### src/rtl/cache_pkg.sv
// rtl/cache_pkg.sv - shared FSM encoding and geometry helpers for the associative cache
package cache_pkg;

  typedef enum logic [2:0] {
    S_IDLE,
    S_LOOKUP,
    S_EVICT,
    S_FILL,
    S_WTHRU,
    S_RESP
  } state_e;

  function automatic int clog2(input int value);
    int r;
    r = 0;
    while ((1 << r) < value) r++;
    return r;
  endfunction

  // A field may legitimately be zero bits wide (SETS=1, WAYS=1); vectors still need one bit
  function automatic int nz(input int width);
    return (width < 1) ? 1 : width;
  endfunction

  function automatic int off_w(input int blk_bytes);
    return clog2(blk_bytes);
  endfunction

  function automatic int idx_w(input int sets);
    return clog2(sets);
  endfunction

  function automatic int tag_w(input int addr_w, input int blk_bytes, input int sets);
    return addr_w - off_w(blk_bytes) - idx_w(sets);
  endfunction

  function automatic int blk_w(input int blk_bytes);
    return 8 * blk_bytes;
  endfunction

endpackage

### src/rtl/cache_lru.sv
// rtl/cache_lru.sv - per-set true-LRU age tracking for any power-of-2 associativity
module cache_lru
  import cache_pkg::*;
#(
  parameter int SETS = 2,
  parameter int WAYS = 2
) (
  input  logic                          clk,
  input  logic                          rst_n,
  input  logic                          touch_en,
  input  logic [nz(clog2(SETS))-1:0]    touch_set,
  input  logic [nz(clog2(WAYS))-1:0]    touch_way,
  input  logic [nz(clog2(SETS))-1:0]    lru_set,
  output logic [nz(clog2(WAYS))-1:0]    lru_way
);

  localparam int AGE_WN = nz(clog2(WAYS));
  localparam int WAY_WN = nz(clog2(WAYS));

  // Age 0 is most recently used; ages in a set are always a permutation of 0..WAYS-1
  logic [AGE_WN-1:0] age_q [SETS][WAYS];
  logic [AGE_WN-1:0] age_d [SETS][WAYS];
  logic [AGE_WN-1:0] old_age;

  // Touch: touched way becomes youngest, every way younger than it ages by one
  always_comb begin
    age_d   = age_q;
    old_age = age_q[touch_set][touch_way];
    if (touch_en) begin
      for (int w = 0; w < WAYS; w++) begin
        if (age_q[touch_set][w] < old_age) begin
          age_d[touch_set][w] = age_q[touch_set][w] + 1'b1;
        end
      end
      age_d[touch_set][touch_way] = '0;
    end
  end

  // Oldest way of the queried set
  always_comb begin
    lru_way = '0;
    for (int w = 0; w < WAYS; w++) begin
      if (age_q[lru_set][w] == AGE_WN'(WAYS - 1)) lru_way = WAY_WN'(w);
    end
  end

  // Age registers; reset order makes way 0 youngest and way WAYS-1 the first victim
  always_ff @(posedge clk or negedge rst_n) begin
    if (!rst_n) begin
      for (int s = 0; s < SETS; s++) begin
        for (int w = 0; w < WAYS; w++) age_q[s][w] <= AGE_WN'(w);
      end
    end else begin
      age_q <= age_d;
    end
  end

endmodule

### src/rtl/cache_assoc_param.sv
// rtl/cache_assoc_param.sv - N-way set-associative byte cache, write-back or write-through
module cache_assoc_param
  import cache_pkg::*;
#(
  parameter int ADDR_W     = 10,
  parameter int DATA_W     = 8,
  parameter int BLK_BYTES  = 16,
  parameter int SETS       = 2,
  parameter int WAYS       = 2,
  parameter int WRITE_BACK = 0
) (
  input  logic                     clk,
  input  logic                     rst_n,
  input  logic                     req_valid,
  output logic                     req_ready,
  input  logic                     req_we,
  input  logic [ADDR_W-1:0]        req_addr,
  input  logic [DATA_W-1:0]        req_wdata,
  output logic                     rsp_valid,
  output logic                     rsp_hit,
  output logic [DATA_W-1:0]        rsp_rdata,
  output logic                     mem_req,
  output logic                     mem_we,
  output logic [ADDR_W-1:0]        mem_addr,
  output logic [8*BLK_BYTES-1:0]   mem_wdata,
  input  logic                     mem_ready,
  input  logic [8*BLK_BYTES-1:0]   mem_rdata
);

  localparam int  OFF_W  = off_w(BLK_BYTES);
  localparam int  IDX_W  = idx_w(SETS);
  localparam int  TAG_W  = tag_w(ADDR_W, BLK_BYTES, SETS);
  localparam int  BLK_W  = blk_w(BLK_BYTES);
  localparam int  IDX_WN = nz(IDX_W);
  localparam int  WAY_WN = nz(clog2(WAYS));
  localparam bit  WB     = (WRITE_BACK != 0);

  state_e              state_q, state_d;
  logic [ADDR_W-1:0]   addr_q, addr_d;
  logic                we_q, we_d;
  logic [DATA_W-1:0]   wdata_q, wdata_d;
  logic                hit_q, hit_d;
  logic [WAY_WN-1:0]   way_q, way_d;
  logic [TAG_W-1:0]    tag_q   [SETS][WAYS];
  logic [TAG_W-1:0]    tag_d   [SETS][WAYS];
  logic                valid_q [SETS][WAYS];
  logic                valid_d [SETS][WAYS];
  logic                dirty_q [SETS][WAYS];
  logic                dirty_d [SETS][WAYS];
  logic [BLK_W-1:0]    data_q  [SETS][WAYS];
  logic [BLK_W-1:0]    data_d  [SETS][WAYS];

  logic [OFF_W-1:0]    req_off;
  logic [IDX_WN-1:0]   req_set;
  logic [TAG_W-1:0]    req_tag;
  logic                hit_any, free_any;
  logic [WAY_WN-1:0]   hit_way, free_way, victim_way, lru_way;
  logic                touch_en;
  logic [WAY_WN-1:0]   touch_way;
  logic [BLK_W-1:0]    src_blk, new_blk, cur_blk;
  logic [TAG_W-1:0]    mem_tag;

  assign req_off = addr_q[OFF_W-1:0];
  assign req_set = (IDX_W == 0) ? '0 : IDX_WN'(addr_q >> OFF_W);
  assign req_tag = TAG_W'(addr_q >> (OFF_W + IDX_W));

  cache_lru #(
    .SETS (SETS),
    .WAYS (WAYS)
  ) u_lru (
    .clk       (clk),
    .rst_n     (rst_n),
    .touch_en  (touch_en),
    .touch_set (req_set),
    .touch_way (touch_way),
    .lru_set   (req_set),
    .lru_way   (lru_way)
  );

  // Tag compare over the set; victim is the lowest free way, otherwise the LRU way
  always_comb begin
    hit_any  = 1'b0;
    hit_way  = '0;
    free_any = 1'b0;
    free_way = '0;
    for (int w = WAYS - 1; w >= 0; w--) begin
      if (valid_q[req_set][w] && (tag_q[req_set][w] == req_tag)) begin
        hit_any = 1'b1;
        hit_way = WAY_WN'(w);
      end
      if (!valid_q[req_set][w]) begin
        free_any = 1'b1;
        free_way = WAY_WN'(w);
      end
    end
    victim_way = free_any ? free_way : lru_way;
  end

  // Next-state logic; array updates only happen on a hit-write or a completed fill
  always_comb begin
    state_d   = state_q;
    addr_d    = addr_q;
    we_d      = we_q;
    wdata_d   = wdata_q;
    hit_d     = hit_q;
    way_d     = way_q;
    tag_d     = tag_q;
    valid_d   = valid_q;
    dirty_d   = dirty_q;
    data_d    = data_q;
    touch_en  = 1'b0;
    touch_way = way_q;
    src_blk   = (state_q == S_FILL) ? mem_rdata : data_q[req_set][hit_way];
    new_blk   = src_blk;
    if (we_q) new_blk[int'(req_off)*DATA_W +: DATA_W] = wdata_q;
    case (state_q)
      S_IDLE: begin
        if (req_valid) begin
          addr_d  = req_addr;
          we_d    = req_we;
          wdata_d = req_wdata;
          state_d = S_LOOKUP;
        end
      end
      S_LOOKUP: begin
        hit_d = hit_any;
        if (hit_any) begin
          way_d     = hit_way;
          touch_en  = 1'b1;
          touch_way = hit_way;
          if (we_q) begin
            data_d[req_set][hit_way]  = new_blk;
            dirty_d[req_set][hit_way] = WB;
            state_d = WB ? S_RESP : S_WTHRU;
          end else begin
            state_d = S_RESP;
          end
        end else begin
          way_d   = victim_way;
          state_d = (WB && valid_q[req_set][victim_way] && dirty_q[req_set][victim_way])
                    ? S_EVICT : S_FILL;
        end
      end
      S_EVICT: begin
        if (mem_ready) state_d = S_FILL;
      end
      S_FILL: begin
        if (mem_ready) begin
          data_d[req_set][way_q]  = new_blk;
          tag_d[req_set][way_q]   = req_tag;
          valid_d[req_set][way_q] = 1'b1;
          dirty_d[req_set][way_q] = WB && we_q;
          touch_en  = 1'b1;
          touch_way = way_q;
          state_d   = (we_q && !WB) ? S_WTHRU : S_RESP;
        end
      end
      S_WTHRU: begin
        if (mem_ready) state_d = S_RESP;
      end
      S_RESP: begin
        state_d = S_IDLE;
      end
      default: state_d = S_IDLE;
    endcase
  end

  assign cur_blk   = data_q[req_set][way_q];
  assign req_ready = (state_q == S_IDLE);
  assign rsp_valid = (state_q == S_RESP);
  assign rsp_hit   = rsp_valid && hit_q;
  assign rsp_rdata = (rsp_valid && !we_q) ? cur_blk[int'(req_off)*DATA_W +: DATA_W] : '0;
  assign mem_req   = (state_q == S_EVICT) || (state_q == S_FILL) || (state_q == S_WTHRU);
  assign mem_we    = (state_q == S_EVICT) || (state_q == S_WTHRU);
  assign mem_tag   = (state_q == S_EVICT) ? tag_q[req_set][way_q] : req_tag;
  assign mem_addr  = mem_req ? ((ADDR_W'(mem_tag) << (OFF_W + IDX_W)) |
                                (ADDR_W'(req_set) << OFF_W)) : '0;
  assign mem_wdata = mem_we ? cur_blk : '0;

  // State and array registers; reset drops any in-flight miss and invalidates every line
  always_ff @(posedge clk or negedge rst_n) begin
    if (!rst_n) begin
      state_q <= S_IDLE;
      addr_q  <= '0;
      we_q    <= 1'b0;
      wdata_q <= '0;
      hit_q   <= 1'b0;
      way_q   <= '0;
      for (int s = 0; s < SETS; s++) begin
        for (int w = 0; w < WAYS; w++) begin
          tag_q[s][w]   <= '0;
          valid_q[s][w] <= 1'b0;
          dirty_q[s][w] <= 1'b0;
          data_q[s][w]  <= '0;
        end
      end
    end else begin
      state_q <= state_d;
      addr_q  <= addr_d;
      we_q    <= we_d;
      wdata_q <= wdata_d;
      hit_q   <= hit_d;
      way_q   <= way_d;
      tag_q   <= tag_d;
      valid_q <= valid_d;
      dirty_q <= dirty_d;
      data_q  <= data_d;
    end
  end

endmodule
### config.mk
export PLATFORM = sky130hd
export DESIGN_NAME = cache_assoc_param
export DESIGN_NICKNAME = d
export VERILOG_FILES = /design/src/rtl/cache_pkg.sv /design/src/rtl/cache_lru.sv /design/src/rtl/cache_assoc_param.sv
export SDC_FILE = /design/constraint.sdc
export NUM_CORES = 2
export LEC_CHECK = 0
export BUFFER_PORTS_ARGS = -buffer_cell sky130_fd_sc_hd__buf_4
export CAP_MARGIN = 5
export CORE_UTILIZATION = 45
export CTS_CLUSTER_SIZE = 20
export DETAILED_ROUTE_END_ITERATION = 7
export GPL_ROUTABILITY_DRIVEN = 0
export PLACE_DENSITY_LB_ADDON = 0.05
export SLEW_MARGIN = 10
export SYNTH_ARGS = -nofsm -noshare
export SYNTH_HDL_FRONTEND = slang
export SYNTH_HIERARCHICAL = 1
export SYNTH_SLANG_ARGS = --single-unit
### constraint.sdc
create_clock -name clk -period 3.65 [get_ports clk]
set_clock_uncertainty 0.1 [all_clocks]
set_input_delay 0.1825 -clock clk [delete_from_list [all_inputs] [get_ports clk]]
set_output_delay 0.1825 -clock clk [all_outputs]
set_load 0.05 [all_outputs]
# Yosys cells after proc, flatten, opt, wreduce, memory -nomap -nowiden

Cells that the tools add are included.

Add/subtract/negate cells: 3
$lt $le $gt $ge: 10
Equality and inequality tests: 13
Shift-type cells: 3
Mux-type cells: 89
Bitwise operators: 8
Reductions and logical operators: 18

Operators with widths:

| operator                 | number |
|---|---|
| $mux 512                 | 3 |
| $mux 128                 | 11 |
| $mux 256                 | 5 |
| $bwmux 512               | 2 |
| $pmux 512 s2             | 1 |
| $demux 256 s1            | 2 |
| $demux 128 s1            | 2 |
| $bwmux 128               | 1 |
| $shift 8x33->128 const A | 1 |
| $shiftx 128x8->8         | 1 |
| $shiftx 8x33->128        | 1 |
| $mux 10                  | 5 |
| $neg 7->33               | 1 |
| $mux 5                   | 5 |
| $bwmux 20                | 1 |
| $mux 1                   | 20 |
| $mux 2                   | 9 |
| $mux 4                   | 4 |
| $mux 3                   | 5 |
| $pmux 3 s5               | 1 |
| $ne 2x2->1 const B       | 6 |
| $demux 10 s1             | 1 |
| $eq 5x5->1               | 2 |
| $or 10x5->10             | 1 |
| 24 further kinds         | 53 |

Register bits: 564
Word-level logic and storage cells: 166

# Logic depth before layout (Yosys ltp)

Word-level depth: 21
Mapped depth: 13
Depth with buffers taken out: 9

# Modules after synthesis

The synthesis kept the hierarchy.

Modules (own cells, without submodules):

| module            | times used | cells an instance | area an instance (sq um) | sequential area each (sq um) |
|---|---|---|---|---|
| cache_assoc_param | 1          | 2,961             | 31,883.1                 | 14,013.4 |
| cache_lru         | 1          | 15                | 183.9                    | 102.6 |

# Worst setup path before layout

Ideal clock, no wire load.

Kind: flip-flop to flip-flop
From: reg addr_q[0]
To: reg data_q[364] (netlist bit)
Arrival: 3.547 ns
Data required time: 3.422 ns
Path slack: -0.124 ns
Stages on the path, launching flop included: 14
Path buffers: 4
Period minus slack after synthesis: 3.774 ns
Cell sequence: dfrtp_1 buf_2 buf_1 clkbuf_1 nor3_1 ha_1 nor2b_1 o21ai_1 nor2_1 clkbuf_1 nor2_1 a21oi_1 o211ai_1 mux2_1

Word-level cells in the longest chain between the ends: 8

RTL lines:

| what                                                         | RTL line                 | RTL |
|---|---|---|
| start, declared                                              | cache_assoc_param.sv:39  | `logic [ADDR_W-1:0] addr_q, addr_d;` |
| start signal, assigned                                       | cache_assoc_param.sv:199 | `addr_q <= addr_d;` |
| $neg 7->33 (*)                                               | cache_assoc_param.sv:115 | `if (we_q) new_blk[int'(req_off)*DATA_W +: DATA_W] = wdata_q;` |
| $shiftx 8x33->128 / $shift 8x33->128 (equally long branches) | cache_assoc_param.sv:115 |  |
| $bwmux 128 (*)                                               | cache_assoc_param.sv:115 |  |
| $mux 128 (*)                                                 | cache_assoc_param.sv:115 |  |
| $bwmux 512                                                   | cache_assoc_param.sv:132 | `data_d[req_set][hit_way] = new_blk;` |
| $mux 512                                                     | cache_assoc_param.sv:131 | `if (we_q) begin` |
| $mux 512                                                     | cache_assoc_param.sv:127 | `if (hit_any) begin` |
| $pmux 512 s2 (*)                                             | cache_assoc_param.sv:116 | `case (state_q)` |
| end signal, assigned                                         | cache_assoc_param.sv:207 | `data_q <= data_d;` |
| end, declared                                                | cache_assoc_param.sv:50  | `logic [BLK_W-1:0] data_q [SETS][WAYS];` |

Every way passes the cells marked *; elsewhere a longest branch is shown, timed or not. The select of a mux whose other input is x is not followed.
A chain may end at the register's enable or synchronous reset.

# Final worst setup path

From: reg addr_q[4]
To: out rsp_rdata[6]

Word-level cells in the longest chain between the ends: 9

RTL lines:

| what                                        | RTL line                 | RTL |
|---|---|---|
| $not 1->2 (not written as such)             | cache_assoc_param.sv:168 | `assign cur_blk = data_q[req_set][way_q];` |
| $mux 256 (not written as such) (3 in a row) | cache_assoc_param.sv:168 |  |
| $mux 128 (not written as such) (3 in a row) | cache_assoc_param.sv:168 |  |
| $shiftx 128x8->8                            | cache_assoc_param.sv:172 | `assign rsp_rdata = (rsp_valid && !we_q) ? cur_blk[int'(req_off)*DATA_W +: DATA_W] : '0;` |
| $mux 8                                      | cache_assoc_param.sv:172 |  |
| end, declared                               | cache_assoc_param.sv:21  | `output logic [DATA_W-1:0] rsp_rdata,` |

No other way between the ends. The select of a mux whose other input is x is not followed.

==> results.yml <==
run_status:
  status: "completed"
synth:
  ys_seq_area_share_pct: 44.0
  ys_seq_elements: 564
  synthArstFlopShare_pct: 100
  synth_xor_area_share_pct: 0.246
  postSynthCellCount: 2976
  synth_top_family_by_area: "multiplexers"
  synth_most_common_cell: "dfrtp_1"
  synth_edf_count: 0
  synth_flop_cell: "dfrtp_1"
  synth.area.mux_share_pct: 30.5
  ys_top_cells_by_area: "dfrtp_1 (44%), mux2_2 (13%), mux2_1 (10%)"
  syn_avg_cell_area_um2: 10.8
  yosysTopAreaCell: "dfrtp_1"
  synthTopCellsByCount: "dfrtp_1 (562), mux2_2 (381), mux2_1 (290), nand2_1 (243), a21oi_1 (241)"
  synth_warnings: 6
  ys_types: 58
  netlist_area_um2: 32100
  synthAdderAreaFrac_pct: 0.0780
  synth-compound-area-share_pct: 8.67
  post_synth_and_or_nand_nor_area_fraction_pct: 12.9
  netlist.area_leader.share_pct: 43.9
floorplan:
  core_um2: 70300
  ios: 302
  die-area_um2: 72300
  die_h_um: 269
  rows: 97
  die_x_um: 269
  start_util_pct: 45.6
final_layout:
  multi_input_area_um2: 17000
  fill_cells: 6025
  drive_above_1_share_pct: 31.2
  seq_area_um2: 14100
  utilization_pct: 55.5
  area_growth_pct: 21.7
  num_antenna_cells: 0
  nets: 3441
worst_hold_path:
  worstHoldPathType: "in2reg"
grt:
  grt_max_degree: 108
  grt_pass1_vias: 25328
  grt-ovfl-total: 0
  grt_first_pass_wirelength_um: 164000
  antenna_found_initial: 9
  grt_use_total_pct: 30.5
clock_tree:
  cts_tree: "done"
  clock_path_buffers: 3
  numCtsBuffers: 68
  htree_levels: 3
  clock_latency_ns: 0.60
  root_buffer: "clkbuf_16"
  clkSinkCount: 564
  clkTransAtPathRegs_ns: 0.05
timing:
  finalCritPeriodShare_pct: 98.8
  setup_viol: 0
  slew_headroom_pct: 21.1
  clock.fmax_mhz: 277
  setup-tns-final_ns: 0
  min_period_ns: 3.61
  worstMarginPinSlew_ns: 1.18
  rsz0062_at_grt: "yes"
  finalHoldViolCount: 0
  slew_viol_final: 0
worst_setup_path:
  critPathLaunchType: "flop"
  arrival_ns: 3.32
  crit_type: "reg2out"
  rrSetupSlack_ns: 0.19
  required_ns: 3.37
  critPathMaxFanout: 11
  critPathCaptureType: "output port"
detailed_routing:
  routedWlPerCell_um: 25.9
  drc: 0
  antenna_left: 0
  vias: 25425
  drt_wl_total_um: 111000
  via_per_inst: 5.95
  dr.pass1.iters: 5
  drtIter0Drc: 2005
power:
  p_leak_nw: 18.4
  powerDensity_nw_per_um2: 966
  irDropWorstVdd_mv: 0.501
flow_run:
  max_cap_viol_count: 0
placed_design:
  place_hpwl_um: 75300
  io_buffers: 297
## final timing paths
path / to / startpoint / depth (start not counted)
worst min-delay path: data_q[325]$_DFFE_PN0P_ / mem_rdata[69] / 4
min in group asynchronous: data_q[499]$_DFFE_PN0P_ / rst_n / 2
worst min register to register: valid_q[0]$_DFFE_PN0P_ / valid_q[0]$_DFFE_PN0P_ / 2
worst max register to register: data_q[275]$_DFFE_PN0P_ / addr_q[4]$_DFFE_PN0P_ / 9
worst max-delay path: rsp_rdata[6] / addr_q[4]$_DFFE_PN0P_ / 10
max in group asynchronous: data_q[360]$_DFFE_PN0P_ / rst_n / 3
## critical path, stage by stage, from the launching register on
cell and delay, ns:
dfrtp_4 0.45, buf_12 0.18, buf_4 0.20, clkbuf_16 0.21, mux2_2 0.37, nor2_1 0.09, a21oi_1 0.10, mux4_2 0.55
a22oi_1 0.23, a21oi_2 0.13, buf_6 0.20
## repair_timing
item / 4_1_cts / 5_1_grt
pin swaps: 1 / 9
resized for setup: 39 / 38
endpoints found under the hold margin: 172 / 0
setup endpoints to repair: 8 / 91
setup buffers: 5 / 4
hold buffers: 27 / 0
cloned: 4 / 5
## kinds of logic after synthesis
kind of cell               Yosys count
and+or+nand+nor                    828
adders and majority gates            2
AOI/OAI and AO/OA                  458
muxes                              855
xor gates and xnor gates             9
other                                1
DFF                                564
buffers and inverters              259
## power by group
| group | total [mW] | leakage, nW | internal (mW) | switching, mW |
|---|---|---|---|---|
| registers | 9.79 | 7.47 | 8.22 | 1.57 |
| clock network | 6.71 | 1.08 | 4.00 | 2.70 |
| logic | 21.2 | 9.86 | 8.49 | 12.7 |
| total | 37.7 | 18.4 | 20.7 | 17.0 |
## flip-flops by register name, summed over array words and instances (netlist names)
name,flops
addr_q,10
hit_q,1
tag_q,20
wdata_q,8
way_q,1
u_lru/age_q,4
we_q,1
valid_q,4
state_q,3
data_q,512
## per-stage QoR
step                power [mW]  hold slack [ns]  std cells  area [um2]  setup WS [ns]
finish                    37.7           0.0347       4275       39000         0.0440
global placement          29.4           0.0803       4114       36000          0.226
global route              39.6           0.0494       4275       39000        -0.0313
detailed placement        29.9           0.0829       4114       36000          0.208
floorplan                 22.5           -0.213       2979       32100         0.0747
CTS                       37.2          0.00565       4267       38700        -0.0235
## cell usage in the layout, fill, tap and decap left out, types with 5 or more instances in the layout
cell,n
mux4_2,31
clkbuf_1,18
a21oi_2,17
o211ai_1,123
clkbuf_16,75
a31oi_1,17
o21ai_1,6
nor2_2,9
a22o_1,5
or2_2,10
o21ai_0,28
dfrtp_1,554
nand2b_1,5
clkbuf_8,19
xor2_1,6
inv_1,11
and3_1,55
nor3_1,8
clkinv_2,7
nor2b_1,125
a22oi_2,12
dfrtp_2,6
a21oi_1,223
buf_16,7
nor2_1,232
mux2_2,381
dlygate4sd3_1,27
nand2_1,243
o21a_1,5
nand3b_1,109
buf_6,16
mux2_1,290
buf_4,391
nor3b_1,6
mux2i_1,153
buf_8,5
buf_12,33
## cell type report
| cell class | count | share of cell area (%) |
|---|---|---|
| Clock buffer | 108 | 5.39 |
| Clock inverter | 9 | 0.189 |
| Timing Repair Buffer | 485 | 11.5 |
| Tap cell | 940 | 3.01 |
| Sequential cell | 564 | 36.2 |
| Multi-Input combinational cell | 2156 | 43.6 |
| Inverter | 13 | 0.125 |
## routing by layer
layer,track usage (%),wire [um],up-vias
met4,8.75,2770,8
met1,42.1,48100,13030
li1,-,-,11259
met2,48.8,52000,947
met3,5.83,7940,181
met5,0,37,-
(Power assumes the default switching activity.)
